File: src/rtl/alu_arbiter.sv
// Round-robin arbiter sharing one combinational ALU among N requesters.
// Latency: accept at edge t, result captured at t+1, resp_valid high the cycle after t+1.
// Backpressure: at most one grant per two cycles. Responses cannot be stalled and must be sampled on the pulse.
module alu_arbiter #(
    parameter int N = 4,
    parameter int W = 16
) (
    input  logic           clk,
    input  logic           rst,
    input  logic [N-1:0]   req_valid,
    input  logic [N*W-1:0] req_inA,
    input  logic [N*W-1:0] req_inB,
    input  logic [N-1:0]   req_inC,
    input  logic [N*3-1:0] req_opc,
    output logic [N-1:0]   req_ready,
    output logic [N-1:0]   resp_valid,
    output logic [W-1:0]   resp_outW,
    output logic           resp_zer,
    output logic           resp_neg,
    output logic [W-1:0]   alu_inA,
    output logic [W-1:0]   alu_inB,
    output logic           alu_inC,
    output logic [2:0]     alu_opc,
    input  logic [W-1:0]   alu_outW,
    input  logic           alu_zer,
    input  logic           alu_neg
);

    localparam int PW = (N > 1) ? $clog2(N) : 1;

    typedef enum logic {IDLE, EXEC} state_t;

    typedef struct packed {
        logic [W-1:0] a;
        logic [W-1:0] b;
        logic         c;
        logic [2:0]   opc;
    } op_t;

    state_t        state_q, state_d;
    logic [PW-1:0] ptr_q, cur_q;
    logic [PW-1:0] grant_idx;
    logic          grant_found;
    logic [PW:0]   scan;
    logic          accept;
    logic [PW-1:0] ptr_next;
    op_t           sel_op, op_q;

    // Scan requesters starting at ptr, wrapping mod N; first valid wins.
    always_comb begin
        grant_found = 1'b0;
        grant_idx   = '0;
        scan        = '0;
        for (int k = 0; k < N; k++) begin
            scan = {1'b0, ptr_q} + (PW+1)'(k);
            if (scan >= (PW+1)'(N))
                scan = scan - (PW+1)'(N);
            if (!grant_found && req_valid[scan[PW-1:0]]) begin
                grant_found = 1'b1;
                grant_idx   = scan[PW-1:0];
            end
        end
    end

    // Reset suppresses the grant so nothing is accepted in the reset cycle.
    assign accept   = (state_q == IDLE) && grant_found && !rst;
    assign ptr_next = (grant_idx == PW'(N-1)) ? '0 : grant_idx + 1'b1;

    // Mux the granted requester's operands toward the operand registers.
    always_comb begin
        sel_op.a   = req_inA[int'(grant_idx)*W +: W];
        sel_op.b   = req_inB[int'(grant_idx)*W +: W];
        sel_op.c   = req_inC[grant_idx];
        sel_op.opc = req_opc[int'(grant_idx)*3 +: 3];
    end

    // Next-state and one-hot grant: IDLE accepts, EXEC always returns to IDLE.
    always_comb begin
        state_d   = state_q;
        req_ready = '0;
        case (state_q)
            IDLE: begin
                if (accept) begin
                    state_d              = EXEC;
                    req_ready[grant_idx] = 1'b1;
                end
            end
            EXEC:    state_d = IDLE;
            default: state_d = IDLE;
        endcase
    end

    // FSM state register.
    always_ff @(posedge clk) begin
        if (rst)
            state_q <= IDLE;
        else
            state_q <= state_d;
    end

    // Operand registers, owner index and round-robin pointer update on accept only.
    always_ff @(posedge clk) begin
        if (rst) begin
            op_q  <= '0;
            cur_q <= '0;
            ptr_q <= '0;
        end else if (accept) begin
            op_q  <= sel_op;
            cur_q <= grant_idx;
            ptr_q <= ptr_next;
        end
    end

    assign alu_inA = op_q.a;
    assign alu_inB = op_q.b;
    assign alu_inC = op_q.c;
    assign alu_opc = op_q.opc;

    // Capture the ALU output after its full-cycle evaluation and pulse the owner's resp_valid.
    always_ff @(posedge clk) begin
        if (rst) begin
            resp_valid <= '0;
            resp_outW  <= '0;
            resp_zer   <= 1'b0;
            resp_neg   <= 1'b0;
        end else begin
            resp_valid <= '0;
            if (state_q == EXEC) begin
                resp_valid[cur_q] <= 1'b1;
                resp_outW         <= alu_outW;
                resp_zer          <= alu_zer;
                resp_neg          <= alu_neg;
            end
        end
    end

endmodule

File: config.mk
export PLATFORM = sky130hd
export DESIGN_NAME = alu_arbiter
export DESIGN_NICKNAME = d
export VERILOG_FILES = /design/src/rtl/alu_arbiter.sv
export SDC_FILE = /design/constraint.sdc
export NUM_CORES = 1
export LEC_CHECK = 0
export BUFFER_PORTS_ARGS = -buffer_cell sky130_fd_sc_hd__buf_2
export CAP_MARGIN = 20
export CORE_AREA = 5 5 97 99
export DETAILED_ROUTE_END_ITERATION = 8
export DIE_AREA = 0 0 102 104
export PLACE_DENSITY = 0.79
export SETUP_SLACK_MARGIN = 0.15
export SYNTH_ARGS = -nofsm -noshare
export SYNTH_HDL_FRONTEND = slang
export SYNTH_SLANG_ARGS = --single-unit
File: constraint.sdc
create_clock -name clk -period 2.55 [get_ports clk]
set_clock_uncertainty 0.2 [all_clocks]
set_input_delay 0.1275 -clock clk [delete_from_list [all_inputs] [get_ports clk]]
set_output_delay 0.1275 -clock clk [all_outputs]
set_load 0.01 [all_outputs]
=== Word level (Yosys, flattened, before mapping) ===
Index checks and enable logic that the tools add are counted.

* Multiply operators: 1
* Reductions and logical operators: 12
* Equal/unequal tests: 1
* Shifts and indexed selects: 3
* $add $sub $neg: 8
* Muxes and demuxes: 31
* Bitwise logic cells: 1
* Magnitude comparators: 12

{| class="wikitable"
|+ Operators by type and width
! cell !! number
|-
| variable part select 64 x 7 -> 16 bit || 2
|-
| less-than comparator 2 x 3 -> 1 bit, second input constant || 6
|-
| 2-to-1 mux 2 bit || 9
|-
| 2-to-1 mux 1 bit || 12
|-
| variable part select 12 x 5 -> 3 bit || 1
|-
| binary-select mux 1 bit (select 2 bit) || 5
|-
| >= comparator 3 bit, second input constant || 3
|-
| 2-to-1 mux 4 bit || 2
|-
| subtractor 2 x 1 -> 2 bit, second input constant || 4
|-
| logical AND 1 bit || 7
|-
| adder 2 x 2 -> 3 bit, second input constant || 2
|-
| demux 1 bit (select 2 bit) || 2
|-
| >= comparator 2 x 1 -> 1 bit, second input constant || 2
|-
| logical NOT 1 bit || 4
|-
| multiplier 2 x 2 -> 4 bit, second input constant || 1
|-
| adder 2 x 1 -> 3 bit, second input constant || 1
|-
| >= comparator 2 x 3 -> 1 bit, second input constant || 1
|-
| adder 2 x 1 -> 2 bit, second input constant || 1
|-
| equality test 2 bit, second input constant || 1
|-
| case mux 1 bit (2 select lines) || 1
|-
| OR reduction 2 bit || 1
|-
| NOT 1 bit || 1
|}

* Word-level logic and storage cells: 80
* Output and inout bits: 62
* Input port bits: 168
* Flip-flop bits (word level): 63

=== Longest topological paths before layout ===
Gate-level depths: netlist of run 1.

* Depth in word-level cells: 20
* Mapped depth: 8
* Depth with buffers taken out: 7

=== Least setup slack after synthesis of run 1 ===
OpenSTA, ideal clock, no wires.

* Path kind: register -> register
* Start point: reg ptr_q[1]
* End point: reg ptr_q[0]
* Path buffers: 2
* Period minus slack after synthesis: 2103 ps
* Stages on the path, launching flop included: 9
* Library setup time: 71 ps
* Data arrival time: 1832 ps
* Required time: 2279 ps
* Path slack: 447 ps
* Path through: dfxtp_1 -> clkbuf_2 -> a21boi_1 -> o32ai_4 -> inv_2 -> buf_2 -> ha_1 -> a211o_1 -> a21oi_1

* Cells in the longest elaborated chain, start to end: 16

{| class="wikitable"
|+ RTL lines
! what !! line !! text
|-
| start: declaration || 41 || <nowiki>logic [PW-1:0] ptr_q, cur_q;</nowiki>
|-
| start signal: assignment || 110 || <nowiki>ptr_q <= ptr_next;</nowiki>
|-
| parallel branches: the longest is 16 deep, another holds adder 2 x 1 -> 3 bit || n/a ||
|}

Several ways; the timed one is not identified. The select of a mux whose other input is x is not followed.
A chain may end at the register's enable or synchronous reset.

=== Worst setup path after layout of run 1 ===
* Start point: reg ptr_q[1]
* End point: out req_ready[0]

* Cells in the longest elaborated chain, start to end: 20

{| class="wikitable"
|+ RTL lines
! what !! line !! text
|-
| parallel branches: the longest is 18 deep, another holds adder 2 x 1 -> 3 bit || n/a ||
|-
| 2-to-1 mux 4 bit (*) || 83 || <nowiki>if (accept) begin</nowiki>
|-
| 2-to-1 mux 4 bit (*) || 81 || <nowiki>case (state_q)</nowiki>
|-
| end: declaration || 15 || <nowiki>output logic [N-1:0] req_ready,</nowiki>
|}

Mark *: on every way between the ends. The select of a mux whose other input is x is not followed.

==> impl_metrics.csv, run 1 <==
group,metric,value,unit
run_status,outcome,"completed",
yosys,ys_warn_count,0,
pwr,power_leakage,0.00271,µW
pwr,vdd_drop_max,0.434,mV
grt,grt_pass1_vias,4859,
cts,htreeDepth,3,
yosys,synth_ff_type,"dfxtp_1",
placement,dp_hpwl,9450,µm
yosys,synth_seq_cells,63,
sta,slew_viol_final,0,
layout,finalInstanceArea,5900,µm²
yosys,synth_most_common_cell,"dfxtp_1",
sta,finalSetupTns,0,ns
cts,cts_buffers,9,
layout,area_growth,69.7,%
sta,setup_viol,0,
route,first_pass_iters,5,
critical_path,path_cells,"a21boi_1 -> o32ai_4 -> inv_4 -> buf_4 -> nor3_2 -> buf_2",
placement,gp_congestion,0.858,
layout,finish.utilization,0.696,
layout,multi_input_area,2070,µm²
route,via_per_inst,5.61,
floorplan,fp.dieArea,10600,µm²
cts,cts_tree,"built",
pwr,power_density,597,nW/µm²
floorplan,rows,34,
route,wl_per_cell,18.5,µm
worst_hold_path,min_path_type,"in2reg",
route,routed_wl,15100,µm
cts,clock_latency,0.34,ns
route,vias,4592,
route,drcViolationCount,0,
yosys,synth_top_area_cell,"dfxtp_1",
yosys,synth_common_cells,"dfxtp_1, nand2_1, and2_1",
sta,tightest_slew,0.570,ns
placement,place_area,4730,µm²
floorplan,coreArea,8470,µm²
flow_run,maxCapViolCount,0,
yosys,synth_top_area_share,0.363,
yosys,synthDistinctLibCells,37,
yosys,syn-cell-area,3470,µm²
layout,num-fill-cells,634,
grt,grt_max_degree,36,
grt,antenna_found_initial,0,
floorplan,ios,230,
floorplan,die_w,102,µm
floorplan,start_util,0.410,
layout,layout.cells.non_filler,818,
sta,fin_crit,2.32,ns
yosys,synth_cells,397,
yosys,syn_avg_cell_area,8.75,µm²
sta,hold_viol,0,
grt,grt_use_total,0.274,
critical_path,worstPathArrival,1.99,ns
floorplan,die_y,104,µm
critical_path,crit_path_max_incr_delay,0.41,ns
critical_path,crit_slowest_cell,"dfxtp_4",
placement,dp_cells,711,
yosys,async_flop_share,0,
sta,holdWs,0.0165,ns
yosys,synth_area_leaders,"dfxtp_1, a221oi_1, a211oi_1",
route,ant_nets,0,
cts,root_buffer,"clkbuf_8",
critical_path,endpoint_kind,"output port",
sta,fmax,0.431,GHz
grt,grt_overflow,0,
yosys,synth_edf_count,0,
layout,n_antenna_cell,0,
layout,nets,874,
layout,seqCellArea,1270,µm²
placement,port_buffers,229,
grt,grt_pass1_wl,23200,µm
cts,clkSlewWorstSetupHoldPaths,0.07,ns
cts,cts.sinks,63,
critical_path,crit_fanout,22,
yosys,synth_nets,566,
sta,period_share,0.909,
route,drt_iter0_drc,198,
yosys,yosysSeqAreaShare,0.363,
critical_path,worstPathRequired,2.22,ns
critical_path,path_class,"reg2out",
sta,rsz0062_at_grt,"no",
layout,drive_gt1_frac,0.393,
critical_path,cp-start-kind,"flop",
cts,cts.path.max_buffers,2,
sta,max_slew_margin,0.620,
==> placed cells by master, fill, tap and decap left out, types with 3 or more instances in the layout <==
master         count
nor3_1             4
clkinv_4           4
nor2_1            25
nand2_1           40
o221ai_1           3
dfxtp_1           61
a221oi_2           4
nand2b_1           3
a221oi_1          29
o31ai_1           33
buf_2            229
nand3b_1           4
and2_1            35
a211oi_1          33
buf_4             17
mux2i_1           24
clkbuf_8           9
nor3b_1           33
dlygate4sd3_1     90
==> what timing repair did <==
action,4_1_cts,5_1_grt
hold endpoints to repair,54,0
pin swaps,1,0
resized for setup,3,9
setup endpoints to repair,4,4
hold buffers,90,0
buffers inserted,1,0
==> flip-flops by register name (all words and copies together), names as in the netlist <==
signal      cells
alu_inA        16
alu_inB        16
alu_inC         1
alu_opc         3
cur_q           2
ptr_q           2
resp_neg        1
resp_outW      16
resp_valid      4
resp_zer        1
state_q         1
==> through the flow <==
stage          worst slack (ns)  total power (µW)
6_report                  0.231              3520
5_1_grt                   0.151              3710
4_1_cts                   0.140              3500
3_5_place_dp              0.180              2410
3_3_place_gp              0.277              2370
2_1_floorplan             0.447              1940
==> final cells by class <==
type | instances | share of cell area
repair buffers | 337 | 0.371
multi-input cells | 291 | 0.351
flip-flops and latches | 63 | 0.215
well taps | 108 | 0.0229
clock buffers | 10 | 0.0216
clock inverters | 6 | 0.0161
inverters | 3 | 0.00233
==> metal layers <==
layer | part of all wire | global-route usage | up-vias | wire [µm]
li1 | - | - | 2103 | -
met1 | 0.35 | 0.292 | 2135 | 5340
met2 | 0.50 | 0.467 | 275 | 7490
met3 | 0.094 | 0.0771 | 79 | 1420
met4 | 0.058 | 0.168 | 0 | 871
met5 | 0 | 0 | - | 0
==> worst max-delay path, delay by kind of cell, from the launching register on <==
kind	cells	cell delay [ns]
buf+inv	3	0.56
flops	1	0.41
simple gates	1	0.25
compound gates	2	0.42
==> power by group <==
| group | switching, µW | internal, µW | leakage [µW] |
|---|---|---|---|
| clock | 417 | 557 | 0.000111 |
| sequential | 88.0 | 1130 | 0.000521 |
| combinational | 727 | 603 | 0.00207 |
==> cells by family (layout without fill, tap and decap cells) <==
group                      count (synthesis)  in the layout  synth area share
buffers and inverters                     43            356            0.0515
and+or+nand+nor                          157            157             0.253
AOI/OAI and AO/OA                        109            109             0.260
DFF                                       63             63             0.363
muxes                                     24             24            0.0691
adders and majority gates                  1              1           0.00360
==> final timing paths <==
check	startpoint	endpoint	slack, ns	depth (start not counted)
worst max-delay path	ptr_q[1]	req_ready[0]	0.23	6
worst min-delay path	req_inA[34]	alu_inA[2]	0.02	3
worst max register to register	ptr_q[0]	alu_opc[0]	0.45	8
worst min register to register	alu_inA[5]	alu_inA[5]	0.26	2
Power figures use the tool's default switching activity.
==> inputs of run 2 (changes only) <==
RECOVER_POWER = 50   (was unset)
==> impl_metrics.csv, run 2 (synthesized netlist as in run 1, its figures left out) <==
group,metric,value,unit
cts,clock_latency,0.34,ns
critical_path,rr_startpoint,"ptr_q[0]",
grt,grt_use_total,0.274,
sta,tightest_slew,0.575,ns
placement,dp_cells,711,
layout,layout.cells.non_filler,818,
worst_hold_path,min_to,"alu_inA[2]",
sta,max_slew_margin,0.616,
grt,antenna_found_initial,0,
sta,holdWs,0.0155,ns
layout,drive_gt1_frac,0.311,
sta,period_share,0.910,
run_status,outcome,"completed",
pwr,p_clk_frac,0.279,
cts,cts_buffers,9,
route,drcViolationCount,0,
floorplan,die_w,102,µm
route,routed_wl,15100,µm
sta,rsz0062_at_grt,"no",
cts,root_buffer,"clkbuf_8",
critical_path,worstPathArrival,1.99,ns
layout,multi_input_area,2070,µm²
placement,gp_congestion,0.858,
pwr,switching_share,0.354,
sta,hold_viol,0,
floorplan,die_y,104,µm
pwr,power.combinational.fraction,0.372,
route,wl_per_cell,18.4,µm
route,first_pass_iters,4,
floorplan,ios,230,
critical_path,path_class,"reg2out",
layout,final_common_cell,"buf_2",
floorplan,coreArea,8470,µm²
layout,seqCellArea,1270,µm²
grt,grt_max_degree,36,
critical_path,ff2ff_path_depth,8,
route,via_per_inst,5.64,
worst_hold_path,whs_path_depth,3,
floorplan,rows,34,
floorplan,fp.dieArea,10600,µm²
pwr,power_leakage,0.00248,µW
critical_path,reg2reg_to,"alu_opc[0]",
pwr,switchingPower,1240,µW
critical_path,r2r_slack,0.45,ns
cts,cts_tree,"built",
sta,setup_viol,0,
layout,nets,874,
route,vias,4615,
layout,area_growth,67.6,%
critical_path,crit_fanout,22,
layout,num-fill-cells,667,
cts,cts.sinks,63,
placement,place_area,4730,µm²
cts,cts.path.max_buffers,2,
layout,finalInstanceArea,5820,µm²
pwr,p_total,3490,µW
pwr,p_seq_frac,0.349,
cts,htreeDepth,3,
layout,final_cell_mix,"buf_2, dlygate4sd3_1, dfxtp_1",
sta,finalSetupTns,0,ns
worst_hold_path,min_from,"req_inA[34]",
grt,grt_overflow,0,
sta,slew_viol_final,0,
pwr,power_density,599,nW/µm²
critical_path,worstPathRequired,2.22,ns
sta,fmax,0.431,GHz
layout,n_antenna_cell,0,
grt,grt_pass1_vias,4859,
critical_path,cp-start-kind,"flop",
floorplan,start_util,0.410,
placement,port_buffers,229,
flow_run,maxCapViolCount,0,
placement,dp_hpwl,9450,µm
sta,fin_crit,2.32,ns
route,drt_iter0_drc,180,
cts,clkSlewWorstSetupHoldPaths,0.07,ns
pwr,p_int,2250,µW
route,ant_nets,0,
worst_hold_path,min_path_type,"in2reg",
grt,grt_pass1_wl,23200,µm
pwr,vdd_drop_max,0.432,mV
critical_path,endpoint_kind,"output port",
[run 2: cell count changes in the layout (fill, tap and decap cells not counted), sizes merged]
cell    before  now
buf        247  189
clkbuf      10   68
[run 2: how the worst max path moves through the flow]
stage	startpoint	to	slack (ns)	cells after the start
floorplan	ptr_q[1]	ptr_q[0]	0.45	8
global placement	ptr_q[0]	ptr_q[0]	0.28	8
detailed placement	ptr_q[0]	ptr_q[0]	0.18	8
CTS	ptr_q[0]	req_ready[3]	0.14	8
global route	ptr_q[0]	req_ready[3]	0.15	8
finish	ptr_q[1]	req_ready[0]	0.23	6
[run 2: stage by stage]
stage	utilization	setup WS, ns
CTS	0.693	0.140
floorplan	-	0.447
global placement	0.559	0.277
global route	0.688	0.151
detailed placement	0.559	0.180
finish	0.688	0.230
[run 2: power by group through the flow]
stage	logic, µW	clock network, µW	registers (µW)
finish	1300	974	1220
global placement	1140	0	1220
floorplan	668	0	1270
detailed placement	1180	0	1230
global route	1410	1050	1230
CTS	1290	994	1210
[run 2: cell type report]
class	count	share of cell area
flip-flops and latches	63	0.217
clock inverters	6	0.0163
clock buffers	10	0.0219
multi-input cells	291	0.356
inverters	3	0.00236
repair buffers	337	0.363
well taps	108	0.0232
[run 2: repair_timing]
action,in CTS,in global routing
resized for setup,3,9
pin swaps,1,0
setup endpoints to repair,4,4
hold buffers,90,0
buffers inserted,1,0
hold endpoints to repair,54,0
[run 2: worst max-delay path: stages, from the launching register on]
cell	delay, ns
dfxtp_4	0.41
a21boi_1	0.11
o32ai_4	0.31
inv_4	0.15
buf_4	0.24
nor3_2	0.25
buf_2	0.17
[run 2: layer usage]
layer | global-route usage | vias up | share of wire
li1 | - | 2101 | -
met5 | 0 | - | 0
met2 | 0.467 | 270 | 0.49
met4 | 0.168 | 0 | 0.060
met3 | 0.0771 | 81 | 0.093
met1 | 0.292 | 2163 | 0.36
==> inputs of run 3 (changes only) <==
PLACE_DENSITY = 0.78   (was 0.79)
==> impl_metrics.csv, run 3 (synthesized netlist as in run 1, its figures left out) <==
group,metric,value,unit
pwr,switching_share,0.370,
layout,final_cell_mix,"buf_2, dlygate4sd3_1, dfxtp_1",
route,ant_nets,0,
floorplan,coreArea,8470,µm²
route,wl_per_cell,18.3,µm
placement,gp_congestion,0.808,
cts,cts_tree,"built",
placement,place_area,4740,µm²
sta,rsz0062_at_grt,"yes",
critical_path,path_class,"reg2out",
critical_path,cp_top_family,"compound AO/OA/AOI/OAI gates",
floorplan,ios,230,
floorplan,die_y,104,µm
floorplan,start_util,0.410,
floorplan,rows,34,
route,first_pass_iters,5,
cts,htreeDepth,3,
critical_path,cp_num_buf_inv,2,
sta,hold_viol,0,
pwr,power_leakage,0.00247,µW
critical_path,endpoint_kind,"output port",
route,routed_wl,15100,µm
floorplan,fp.dieArea,10600,µm²
pwr,p_clk_frac,0.241,
run_status,outcome,"completed",
placement,dp_cells,710,
route,drt_iter0_drc,201,
flow_run,maxCapViolCount,0,
sta,period_share,0.897,
pwr,power_density,576,nW/µm²
sta,fin_ws,0.264,ns
route,drcViolationCount,0,
pwr,power.combinational.fraction,0.398,
grt,antenna_found_initial,0,
grt,grt_max_degree,34,
cts,cts.path.max_buffers,2,
sta,setup_viol,0,
layout,num-fill-cells,679,
cts,root_buffer,"clkbuf_8",
critical_path,crit_slowest_cell,"dfxtp_2",
layout,nets,879,
placement,port_buffers,229,
layout,final_common_cell,"buf_2",
layout,area_growth,67.8,%
sta,max_slew_margin,0.203,
grt,grt_pass1_wl,23200,µm
sta,fmax,0.437,GHz
cts,clock_latency,0.34,ns
grt,grt_pass1_vias,4894,
worst_hold_path,min_path_type,"in2reg",
critical_path,worstPathArrival,1.96,ns
sta,fin_crit,2.29,ns
layout,finalInstanceArea,5830,µm²
sta,slew_viol_final,0,
route,via_per_inst,5.57,
critical_path,crit_path_max_incr_delay,0.45,ns
cts,clkSlewWorstSetupHoldPaths,0.08,ns
critical_path,cp-start-kind,"flop",
cts,cts.sinks,63,
placement,dp_hpwl,9680,µm
critical_path,path_cells,"a21boi_1 -> o32ai_4 -> inv_4 -> ha_1 -> and2_1 -> buf_2",
sta,tightest_slew,1.20,ns
pwr,p_seq_frac,0.361,
floorplan,die_w,102,µm
critical_path,worstPathRequired,2.22,ns
placement,dp_slack,0.305,ns
grt,grt_use_total,0.274,
layout,layout.cells.non_filler,824,
pwr,p_int,2120,µW
grt,grt_overflow,0,
pwr,p_total,3360,µW
layout,drive_gt1_frac,0.309,
cts,cts_buffers,9,
pwr,switchingPower,1240,µW
critical_path,crit_fanout,14,
sta,finalSetupTns,0,ns
route,vias,4589,
pwr,vdd_drop_max,0.424,mV
run 3: changes by cell type in the layout (fill, tap and decap cells not counted), sizes merged, moves of 2 or more:
| cell | before | now |
|---|---|---|
| buf | 189 | 191 |
| dlygate4sd3 | 90 | 92 |
| bufinv | 2 | 0 |
| clkinvlp | 0 | 3 |
| clkinv | 5 | 3 |
run 3: repair_timing:
item                       CTS  global route
hold endpoints to repair    55             0
pin swaps                    0             2
gates resized for setup      3             6
setup buffers                0             5
setup endpoints to repair    3             4
hold buffers                92             0
run 3: cell type report:
type / count / area (µm²) / area share
Tap cell: 108 / 135 / 0.0232
Clock buffer: 10 / 138 / 0.0236
Timing Repair Buffer: 342 / 2170 / 0.373
Multi-Input combinational cell: 291 / 2060 / 0.353
Sequential cell: 63 / 1260 / 0.217
Inverter: 3 / 13.8 / 0.00236
Clock inverter: 6 / 45.0 / 0.00773
Antenna cell: 1 / 2.50 / 0.000429
run 3: power groups by stage:
stage,registers (µW),clock network (µW),logic (µW)
floorplan,1270,0,668
global placement,1220,0,1150
detailed placement,1230,0,1190
CTS,1210,831,1310
global route,1230,884,1460
finish,1210,809,1340
run 3: stage by stage:
stage	utilization	hold WS, ns
after CTS	0.691	0.00923
after global routing	0.688	0.0186
after floorplan	-	0.0751
final	0.689	0.0182
after detailed placement	0.560	0.170
after global placement	0.560	0.159
run 3: metal layers:
layer / routed length [µm] / track usage / up-vias / part of all wire
li1: - / - / 2114 / -
met1: 5450 / 0.296 / 2153 / 0.36
met2: 7660 / 0.473 / 255 / 0.51
met3: 1300 / 0.0724 / 67 / 0.086
met4: 676 / 0.151 / 0 / 0.045
met5: 0 / 0 / - / 0
run 3: tightest hold or removal path, stage by stage:
cell	delay [ns]
buf_2	0.08
a221oi_1	0.09
o31ai_1	0.24
run 3: final timing paths:
check	cells after the start	startpoint	endpoint	slack, ns
min reg2reg	2	alu_inA[10]	alu_inA[10]	0.26
max	6	ptr_q[1]	req_ready[3]	0.26
min	3	req_inB[38]	alu_inB[6]	0.02
max reg2reg	7	ptr_q[0]	alu_opc[0]	0.27
